### src/rtl/dbg_axi_tx_pkg.sv
// Shared definitions for the debug memory-access CDC bridge: FSM states,
// transfer size encodings and the request bundle carried across the crossing.
package dbg_axi_tx_pkg;

  typedef enum logic [1:0] {
    IDLE   = 2'd0,
    LAUNCH = 2'd1,
    WAIT   = 2'd2,
    DRAIN  = 2'd3
  } dbg_state_e;

  localparam logic [2:0] SIZE_B = 3'd0;
  localparam logic [2:0] SIZE_H = 3'd1;
  localparam logic [2:0] SIZE_W = 3'd2;

  localparam int PROT_W = 7;

  typedef struct packed {
    logic              sector;
    logic [31:0]       addr;
    logic              write;
    logic [31:0]       wdata;
    logic [2:0]        size;
    logic [PROT_W-1:0] prot;
    logic              secen;
  } dbg_req_t;

  // Anything wider than a word cannot be issued on the 32-bit AXI side.
  function automatic logic size_ok(input logic [2:0] size);
    return size <= SIZE_W;
  endfunction

endpackage

### src/rtl/dbg_axi_tx_if.sv
// Request/response link between the tx (debug-AP) and rx (AXI) halves of the
// bridge; master is the tx side, slave is the rx side.
interface dbg_axi_tx_if;
  import dbg_axi_tx_pkg::*;

  logic              tx_tog;
  logic              tx_mem_sector;
  logic [31:0]       tx_mem_addr;
  logic              tx_mem_write;
  logic [31:0]       tx_mem_wdata;
  logic [2:0]        tx_mem_size;
  logic [PROT_W-1:0] tx_mem_prot;
  logic              tx_mem_secen;
  logic              rx_tog;
  logic [31:0]       rx_mem_rdata;
  logic              rx_mem_slverr;

  modport master (
    output tx_tog, tx_mem_sector, tx_mem_addr, tx_mem_write,
           tx_mem_wdata, tx_mem_size, tx_mem_prot, tx_mem_secen,
    input  rx_tog, rx_mem_rdata, rx_mem_slverr
  );

  modport slave (
    input  tx_tog, tx_mem_sector, tx_mem_addr, tx_mem_write,
           tx_mem_wdata, tx_mem_size, tx_mem_prot, tx_mem_secen,
    output rx_tog, rx_mem_rdata, rx_mem_slverr
  );

endinterface

### src/rtl/dbg_axi_tx_tog_sync.sv
// Toggle synchronizer with registered edge detect; edges seen while the
// post-reset ignore counter is non-zero are discarded.
module dbg_tog_sync #(
  parameter int SYNC_STAGES   = 2,
  parameter int IGNORE_CYCLES = 15
) (
  input  logic clk,
  input  logic rst,
  input  logic tog_in,
  output logic tog_edge
);

  logic [SYNC_STAGES-1:0] sync_q;
  logic                   sync_prev;
  logic [3:0]             ignore_cnt;

  // The ignore window swallows toggles left over from a transfer cut short by reset.
  always_ff @(posedge clk or posedge rst) begin
    if (rst) begin
      sync_q     <= '0;
      sync_prev  <= 1'b0;
      ignore_cnt <= 4'(IGNORE_CYCLES);
      tog_edge   <= 1'b0;
    end else begin
      sync_q    <= {sync_q[SYNC_STAGES-2:0], tog_in};
      sync_prev <= sync_q[SYNC_STAGES-1];
      if (ignore_cnt != 4'd0)
        ignore_cnt <= ignore_cnt - 4'd1;
      tog_edge  <= (sync_q[SYNC_STAGES-1] ^ sync_prev) && (ignore_cnt == 4'd0);
    end
  end

endmodule

### src/rtl/dbg_axi_tx.sv
// Transmit half of the debug memory-access CDC bridge (debug-AP clock domain).
// Define DBG_AXI_TX_TIMEOUT_EN to add the WAIT timeout and DRAIN state.
module dbg_axi_tx
  import dbg_axi_tx_pkg::*;
#(
  parameter int SYNC_STAGES    = 2,
  parameter int IGNORE_CYCLES  = 15,
  parameter int TIMEOUT_CYCLES = 4096
) (
  input  logic              tx_clk,
  input  logic              tx_rst,
  input  logic              mem_req,
  input  logic              mem_sector,
  input  logic [31:0]       mem_addr,
  input  logic              mem_write,
  input  logic [31:0]       mem_wdata,
  input  logic [2:0]        mem_size,
  input  logic [PROT_W-1:0] mem_prot,
  input  logic              mem_secen,
  output logic              mem_busy,
  output logic              mem_done,
  output logic [31:0]       mem_rdata,
  output logic              mem_slverr,
  output logic              mem_timeout,
  dbg_axi_tx_if.master      link
);

  dbg_state_e  state_q, state_nxt;
  dbg_req_t    req_q, req_nxt;
  logic        tog_q, tog_nxt;
  logic        done_q, done_nxt;
  logic [31:0] rdata_q, rdata_nxt;
  logic        slverr_q, slverr_nxt;
  logic        rx_edge;

`ifdef DBG_AXI_TX_TIMEOUT_EN
  logic [11:0] timer_q, timer_nxt;
  logic        timeout_q, timeout_nxt;
`endif

  dbg_tog_sync #(
    .SYNC_STAGES   (SYNC_STAGES),
    .IGNORE_CYCLES (IGNORE_CYCLES)
  ) u_rx_sync (
    .clk      (tx_clk),
    .rst      (tx_rst),
    .tog_in   (link.rx_tog),
    .tog_edge (rx_edge)
  );

  always_ff @(posedge tx_clk or posedge tx_rst) begin
    if (tx_rst) begin
      state_q  <= IDLE;
      req_q    <= '0;
      tog_q    <= 1'b0;
      done_q   <= 1'b0;
      rdata_q  <= '0;
      slverr_q <= 1'b0;
`ifdef DBG_AXI_TX_TIMEOUT_EN
      timer_q   <= '0;
      timeout_q <= 1'b0;
`endif
    end else begin
      state_q  <= state_nxt;
      req_q    <= req_nxt;
      tog_q    <= tog_nxt;
      done_q   <= done_nxt;
      rdata_q  <= rdata_nxt;
      slverr_q <= slverr_nxt;
`ifdef DBG_AXI_TX_TIMEOUT_EN
      timer_q   <= timer_nxt;
      timeout_q <= timeout_nxt;
`endif
    end
  end

  // Fields are registered in IDLE and the toggle flips one cycle later in
  // LAUNCH, so the rx side never samples a field that is still settling.
  always_comb begin
    state_nxt  = state_q;
    req_nxt    = req_q;
    tog_nxt    = tog_q;
    done_nxt   = 1'b0;
    rdata_nxt  = rdata_q;
    slverr_nxt = slverr_q;
`ifdef DBG_AXI_TX_TIMEOUT_EN
    timer_nxt   = timer_q;
    timeout_nxt = timeout_q;
`endif
    case (state_q)
      IDLE: begin
        if (mem_req) begin
          if (!size_ok(mem_size)) begin
            done_nxt   = 1'b1;
            slverr_nxt = 1'b1;
            rdata_nxt  = '0;
          end else begin
            req_nxt   = '{sector: mem_sector, addr: mem_addr, write: mem_write,
                          wdata: mem_wdata, size: mem_size, prot: mem_prot,
                          secen: mem_secen};
            state_nxt = LAUNCH;
`ifdef DBG_AXI_TX_TIMEOUT_EN
            timeout_nxt = 1'b0;
`endif
          end
        end
      end
      LAUNCH: begin
        tog_nxt   = ~tog_q;
        state_nxt = WAIT;
`ifdef DBG_AXI_TX_TIMEOUT_EN
        timer_nxt = '0;
`endif
      end
      WAIT: begin
        if (rx_edge) begin
          rdata_nxt  = link.rx_mem_rdata;
          slverr_nxt = link.rx_mem_slverr;
          done_nxt   = 1'b1;
          state_nxt  = IDLE;
        end
`ifdef DBG_AXI_TX_TIMEOUT_EN
        else if (timer_q == 12'(TIMEOUT_CYCLES - 1)) begin
          rdata_nxt   = '0;
          slverr_nxt  = 1'b1;
          timeout_nxt = 1'b1;
          done_nxt    = 1'b1;
          state_nxt   = DRAIN;
        end else begin
          timer_nxt = timer_q + 12'd1;
        end
`endif
      end
`ifdef DBG_AXI_TX_TIMEOUT_EN
      // The abandoned response must still be consumed before a new launch.
      DRAIN: begin
        if (rx_edge)
          state_nxt = IDLE;
      end
`endif
      default: state_nxt = IDLE;
    endcase
  end

  assign mem_busy   = (state_q != IDLE);
  assign mem_done   = done_q;
  assign mem_rdata  = rdata_q;
  assign mem_slverr = slverr_q;
`ifdef DBG_AXI_TX_TIMEOUT_EN
  assign mem_timeout = timeout_q;
`else
  assign mem_timeout = 1'b0;
`endif

  assign link.tx_tog        = tog_q;
  assign link.tx_mem_sector = req_q.sector;
  assign link.tx_mem_addr   = req_q.addr;
  assign link.tx_mem_write  = req_q.write;
  assign link.tx_mem_wdata  = req_q.wdata;
  assign link.tx_mem_size   = req_q.size;
  assign link.tx_mem_prot   = req_q.prot;
  assign link.tx_mem_secen  = req_q.secen;

endmodule

### src/flat_wrapper.sv
// flat-port wrapper written by rule: the top's interface ports become plain ports
module dbg_axi_tx_flat import dbg_axi_tx_pkg::*;
#(
  parameter int SYNC_STAGES    = 2,
  parameter int IGNORE_CYCLES  = 15,
  parameter int TIMEOUT_CYCLES = 4096
)
  (tx_clk, tx_rst, mem_req, mem_sector, mem_addr, mem_write, mem_wdata, mem_size, mem_prot, mem_secen, mem_busy, mem_done, mem_rdata, mem_slverr, mem_timeout, link_tx_tog, link_tx_mem_sector, link_tx_mem_addr, link_tx_mem_write, link_tx_mem_wdata, link_tx_mem_size, link_tx_mem_prot, link_tx_mem_secen, link_rx_tog, link_rx_mem_rdata, link_rx_mem_slverr);
  dbg_axi_tx_if link_i ();
  input  logic tx_clk;
  input  logic tx_rst;
  input  logic mem_req;
  input  logic mem_sector;
  input  logic [31:0] mem_addr;
  input  logic mem_write;
  input  logic [31:0] mem_wdata;
  input  logic [2:0] mem_size;
  input  logic [PROT_W-1:0] mem_prot;
  input  logic mem_secen;
  output logic mem_busy;
  output logic mem_done;
  output logic [31:0] mem_rdata;
  output logic mem_slverr;
  output logic mem_timeout;
  output wire logic [$bits(link_i.tx_tog)-1:0] link_tx_tog;
  output wire logic [$bits(link_i.tx_mem_sector)-1:0] link_tx_mem_sector;
  output wire logic [$bits(link_i.tx_mem_addr)-1:0] link_tx_mem_addr;
  output wire logic [$bits(link_i.tx_mem_write)-1:0] link_tx_mem_write;
  output wire logic [$bits(link_i.tx_mem_wdata)-1:0] link_tx_mem_wdata;
  output wire logic [$bits(link_i.tx_mem_size)-1:0] link_tx_mem_size;
  output wire logic [$bits(link_i.tx_mem_prot)-1:0] link_tx_mem_prot;
  output wire logic [$bits(link_i.tx_mem_secen)-1:0] link_tx_mem_secen;
  input wire logic [$bits(link_i.rx_tog)-1:0] link_rx_tog;
  input wire logic [$bits(link_i.rx_mem_rdata)-1:0] link_rx_mem_rdata;
  input wire logic [$bits(link_i.rx_mem_slverr)-1:0] link_rx_mem_slverr;
  assign link_tx_tog = link_i.tx_tog;
  assign link_tx_mem_sector = link_i.tx_mem_sector;
  assign link_tx_mem_addr = link_i.tx_mem_addr;
  assign link_tx_mem_write = link_i.tx_mem_write;
  assign link_tx_mem_wdata = link_i.tx_mem_wdata;
  assign link_tx_mem_size = link_i.tx_mem_size;
  assign link_tx_mem_prot = link_i.tx_mem_prot;
  assign link_tx_mem_secen = link_i.tx_mem_secen;
  assign link_i.rx_tog = link_rx_tog;
  assign link_i.rx_mem_rdata = link_rx_mem_rdata;
  assign link_i.rx_mem_slverr = link_rx_mem_slverr;
  dbg_axi_tx #(.SYNC_STAGES(SYNC_STAGES), .IGNORE_CYCLES(IGNORE_CYCLES), .TIMEOUT_CYCLES(TIMEOUT_CYCLES)) u_core (.tx_clk(tx_clk), .tx_rst(tx_rst), .mem_req(mem_req), .mem_sector(mem_sector), .mem_addr(mem_addr), .mem_write(mem_write), .mem_wdata(mem_wdata), .mem_size(mem_size), .mem_prot(mem_prot), .mem_secen(mem_secen), .mem_busy(mem_busy), .mem_done(mem_done), .mem_rdata(mem_rdata), .mem_slverr(mem_slverr), .mem_timeout(mem_timeout), .link(link_i));
endmodule
### config.mk
export PLATFORM = sky130hd
export DESIGN_NAME = dbg_axi_tx_flat
export DESIGN_NICKNAME = d
export VERILOG_FILES = /design/src/rtl/dbg_axi_tx_pkg.sv /design/src/rtl/dbg_axi_tx_if.sv /design/src/rtl/dbg_axi_tx_tog_sync.sv /design/src/rtl/dbg_axi_tx.sv /design/src/flat_wrapper.sv
export SDC_FILE = /design/constraint.sdc
export NUM_CORES = 1
export LEC_CHECK = 0
export BUFFER_PORTS_ARGS = -buffer_cell sky130_fd_sc_hd__buf_4
export CAP_MARGIN = 10
export CORE_UTILIZATION = 49
export DETAILED_ROUTE_END_ITERATION = 16
export GPL_TIMING_DRIVEN = 0
export PLACE_DENSITY_LB_ADDON = 0.2
export SETUP_SLACK_MARGIN = 0.5
export SLEW_MARGIN = 0
export SYNTH_ARGS = -nofsm -noshare
export SYNTH_HDL_FRONTEND = slang
export SYNTH_SLANG_ARGS = --single-unit
### constraint.sdc
create_clock -name tx_clk -period 11.2 [get_ports tx_clk]
set_input_delay 1.12 -clock tx_clk [delete_from_list [all_inputs] [get_ports tx_clk]]
set_output_delay 1.12 -clock tx_clk [all_outputs]
set_load 0.01 [all_outputs]
# [Word-level counts from Yosys, hierarchy flattened]
# Index checks and enable logic that the tools add are counted.
[totals] input_bits=114 reg_bits=122 output_inout_bits=114 word_cells=51
[op_classes] n_reduce_logical=9 n_lt_le_gt_ge=1 mux=16 n_eq_ne=6 add_sub_neg=1 bitwise=2
[ops] op="32-bit 2-to-1 mux" count=3
[ops] op="32-bit case mux with 2 select lines" count=1
[ops] op="1-bit 2-to-1 mux" count=6
[ops] op="2-bit 2-to-1 mux" count=3
[ops] op="2-bit != test, second input constant" count=3
[ops] op="2-bit case mux with 3 select lines" count=1
[ops] op="3-bit AND reduction" count=2
[ops] op="4-bit logical NOT" count=1
[ops] op="1-bit case mux with 2 select lines" count=2
[ops] op="4-bit AND reduction" count=1
[ops] op="2-bit nonzero test" count=2
[ops] op="4-bit nonzero test" count=1
[ops] op="4-bit by 1-bit subtractor with 4-bit output, second input constant" count=1
[ops] op="3-bit by 2-bit less-or-equal comparator with 1-bit output, second input constant" count=1
[ops] op="2-bit by 1-bit equality test with 1-bit output, second input constant" count=1
[ops] op="2-bit equality test, second input constant" count=1
[ops] op="2-bit logical NOT" count=1
[ops] op="2-bit by 1-bit != test with 1-bit output, second input constant" count=1
[ops] op="1-bit logical AND" count=1
[ops] op="1-bit NOT" count=1
[ops] op="1-bit bitwise XOR" count=1

# [Logic depth before layout (Yosys ltp)]
[depth] word_depth=4 depth_mapped=5 mapped_depth_nobuf=4

# [By module]
# Synthesis repeated with hierarchy kept, for this count alone.
[unflattened] hier_cells=279 hier_area_um2=4530.6
[by_module_without_submodules] mod="dbg_axi_tx" instances=1 cells_each=257 area_each_um2=4206.5
[by_module_without_submodules] mod="dbg_tog_sync" instances=1 cells_each=22 area_each_um2=324.1

# [Worst setup path before layout]
# OpenSTA, ideal clock, no wires.
[synth_timing] path_kind="input-to-reg" startpoint="in mem_size[1]" endpoint="reg u_core.req_q (netlist bit u_core.link.tx_mem_addr[10])" setup_slack_ns=9.060 required_time_ns=11.075 setup_time_ns=0.125 path_stages=5 arrival_time_ns=2.015 cell_sequence="a21oi_1 -> nand3_2 -> buf_6 -> buf_6 -> mux2_4"
[synth_between] elab_chain_len=2
[synth_rtl] item="start, declared" line="flat_wrapper.sv:17" source="input logic [2:0] mem_size;"
[synth_rtl] item="3-bit by 2-bit less-or-equal comparator with 1-bit output" line="dbg_axi_tx_pkg.sv:30" source="return size <= SIZE_W;"
[synth_rtl] item="3-bit AND reduction (no source line)"
[synth_rtl] item="end signal, assigned" line="dbg_axi_tx.sv:65" source="req_q <= req_nxt;"
[synth_rtl] item="end, declared" line="dbg_axi_tx.sv:29" source="dbg_req_t req_q, req_nxt;"
# Every way passes these cells.
# A chain may end at the register's enable or synchronous reset.

# [Worst setup path after layout]
[layout_timing] startpoint="reg u_core.state_q[0]" endpoint="out mem_busy"
[layout_between] elab_chain_len=1
[layout_rtl] item="start, declared" line="dbg_axi_tx.sv:28" source="dbg_state_e state_q, state_nxt;"
[layout_rtl] item="start signal, assigned" line="dbg_axi_tx.sv:64" source="state_q <= state_nxt;"
[layout_rtl] item="2-bit nonzero test" line="dbg_axi_tx.sv:145" source="assign mem_busy = (state_q != IDLE);"
[layout_rtl] item="end, declared" line="flat_wrapper.sv:20" source="output logic mem_busy;"
# Every way passes these cells.

==> flow_summary.toml <==
[cts]
h-tree-depth = 4
cts_buffer_depth = 2
cts_hold_buf = 0
post_cts_resized = 0
clock_sinks = 122
path_clk_slew_ns = 0.06
cts_inserted_buffers = 17
cts_root_buffer = "clkbuf_8"
cts_tree = "done"
post-cts-setup-buffers = 0
clock_latency_ns = 0.49

[synth]
netlist.area_leader.share = 0.627
synth_edf_count = 0
synth-xor-area-share = 0.00558
ys_warn_count = 0
synth_compound_area_frac = 0.0396
synthMuxAreaShare = 0.200
synthTopCellsByArea = "dfrtp_1 (63%), mux2_2 (14%), mux2_4 (5.7%), nand2_1 (5.2%), o21ai_0 (3.5%)"
ys_ff_latch = 122
syn_inst = 345
yosysTopAreaCell = "dfrtp_1"
synth_top_family_by_area = "multiplexers"
synthSimpleGateAreaFrac = 0.0726
synth_area_sq_um = 4710
syn_nets = 460
yosys.cell_types.count = 29
synth-seq-area-share = 0.650
synthArstFlopShare = 1.00
post_synth.cell_area_avg_sq_um = 13.6
synth-main-ff-cell = "dfrtp_1"
yosys.area_share.adder = 0.00266

[drt]
detail_route.vias_per_cell = 4.84
drc = 0
drt_first_pass_iters = 4
wire_per_inst_um = 15.5
vias = 3545
antenna_left = 0
routed_wl_mm = 11.4
drt_iter0_drc = 87

[timing]
fin_skew_ns = 0.00872
grt_setup_unrepaired = "no"
tns_ns = 0
hold_viol_final = 0
post-route-period-util = 0.213
setup_viol_count_final = 0
period_needed_ns = 2.39
fmax_mhz = 419
slew_viol_final = 0

[setup_path]
arrival_ns = 1.27
required_ns = 10.08
critPathCaptureType = "output port"
path_class = "reg2out"
crit_fanout = 5
start_kind = "flip-flop"

[placement]
portBuffers = 226
place_congestion = 0.834
dp_hpwl_mm = 8.47

[power]
power.density_nw_per_um2 = 214
p_total_mw = 1.53
ir_drop_v = 0.000121
p_leak_nw = 3.58

[global_route]
grt_pass1_wl_mm = 17.5
grt_pass1_vias = 3646
antenna_found_initial = 0
grt_util_all_layers = 0.231
grt_max_degree = 69
overflow = 0

[layout]
syn2layout_area_growth_pct = 52.3
final_nets = 706
drive_above_1_share = 0.588
fin_util = 0.772
insertedDiodeCount = 0

[floorplan]
fp.dieH_um = 100
fp.dieW_um = 100
die_area_sq_um = 10000
core_sq_um = 9280
std_cell_rows = 35
start_util = 0.507
ios = 228

[worst_hold_path]
hp-class = "reg2reg"

[run_status]
status = "finished, final reports clean"

[flow_run]
drv_cap = 0
cell usage after synthesis (2+ instances only):
cell type and instances:
nand2b_1 4, clkbuf_1 5, mux2_4 18, dfrtp_1 118
and3b_1 2, inv_1 5, xnor2_1 2, mux2_2 58
mux2i_1 2, clkbuf_2 3, dfstp_2 4, buf_2 8
buf_6 3, nand2_1 65, o21ai_0 33, and2_1 2
layout make-up:
cell class / count / area [sq um]
buffer: 20 / 115
timing repair buffer: 227 / 1720
tap: 129 / 161
inverter: 5 / 23.8
clock buffer: 19 / 422
sequential: 122 / 3060
fill: 622 / 2120
multi-input combinational: 198 / 1510
clock inverter: 13 / 148
per-layer routing:
| metal | track usage | up-vias | share of wire |
|---|---|---|---|
| met1 | 0.263 | 1728 | 0.39 |
| met3 | 0.0696 | 13 | 0.073 |
| met2 | 0.410 | 155 | 0.52 |
| met4 | 0.0836 | 0 | 0.014 |
| li1 | - | 1649 | - |
| met5 | 0 | - | 0 |
cells by family after synthesis:
| family | Yosys count |
|---|---|
| compound gates | 36 |
| flops | 122 |
| fa+ha+maj | 1 |
| other cells | 1 |
| simple gates | 79 |
| xor+xnor | 3 |
| buf+inv | 25 |
| mux | 78 |
metrics by stage:
stage / setup slack, ns / hold WS [ns] / instance area [sq um] / std cells
floorplan: 6.84 / 0.331 / 4710 / 345
global placement: 5.61 / 0.335 / 6560 / 700
detailed placement: 8.72 / 0.345 / 6600 / 701
CTS: 8.79 / 0.359 / 7170 / 733
global route: 8.76 / 0.366 / 7170 / 733
finish: 8.81 / 0.358 / 7170 / 733
registers in the layout, indices dropped and copies added, names as in the netlist, 2 cells and up:
| name | count |
|---|---|
| u_core.link.tx_mem_addr | 32 |
| u_core.link.tx_mem_prot | 7 |
| u_core.link.tx_mem_size | 3 |
| u_core.link.tx_mem_wdata | 32 |
| u_core.mem_rdata | 32 |
| u_core.state_q | 2 |
| u_core.u_rx_sync.ignore_cnt | 4 |
| u_core.u_rx_sync.sync_q | 2 |
path summary, 6_finish.rpt:
check,from,end,slack [ns],cells after the start
max,u_core.state_q[0],mem_busy,8.81,3
min,u_core.u_rx_sync.sync_q[0],u_core.u_rx_sync.sync_q[1],0.36,0
max reg2reg,u_core.state_q[0],u_core.link.tx_mem_addr[10],9.63,5
min reg2reg,u_core.u_rx_sync.sync_q[0],u_core.u_rx_sync.sync_q[1],0.36,0
max in group asynchronous,tx_rst,u_core.link.tx_mem_addr[0],9.83,3
min in group asynchronous,tx_rst,u_core.mem_rdata[13],0.68,2
power by group:
group          switching (mW)  internal (mW)
Combinational           0.170          0.244
Sequential             0.0607          0.550
Clock                   0.193          0.318
worst max-delay path: stages (launching register included):
cell and delay, ns:
dfrtp_1 0.41, nor2_2 0.17, inv_1 0.06, buf_4 0.15
layout by cell type (no fill, tap or decap), drive strengths merged:
cell type	netlist	layout
a21o	1	1
a21oi	1	1
and2	2	2
and3b	2	2
buf	12	239
bufinv	0	2
clkbuf	8	27
clkinv	0	6
clkinvlp	0	4
conb	1	1
dfrtp	118	118
dfstp	4	4
ha	1	1
inv	5	6
mux2	76	76
mux2i	2	2
nand2	65	65
nand2b	4	4
nand3	1	1
nand3b	1	1
nor2	1	1
nor3	1	1
nor3b	1	1
o21ai	33	33
o31a	1	1
or3	1	1
xnor2	2	2
xor2	1	1
(Power assumes the default switching activity.)
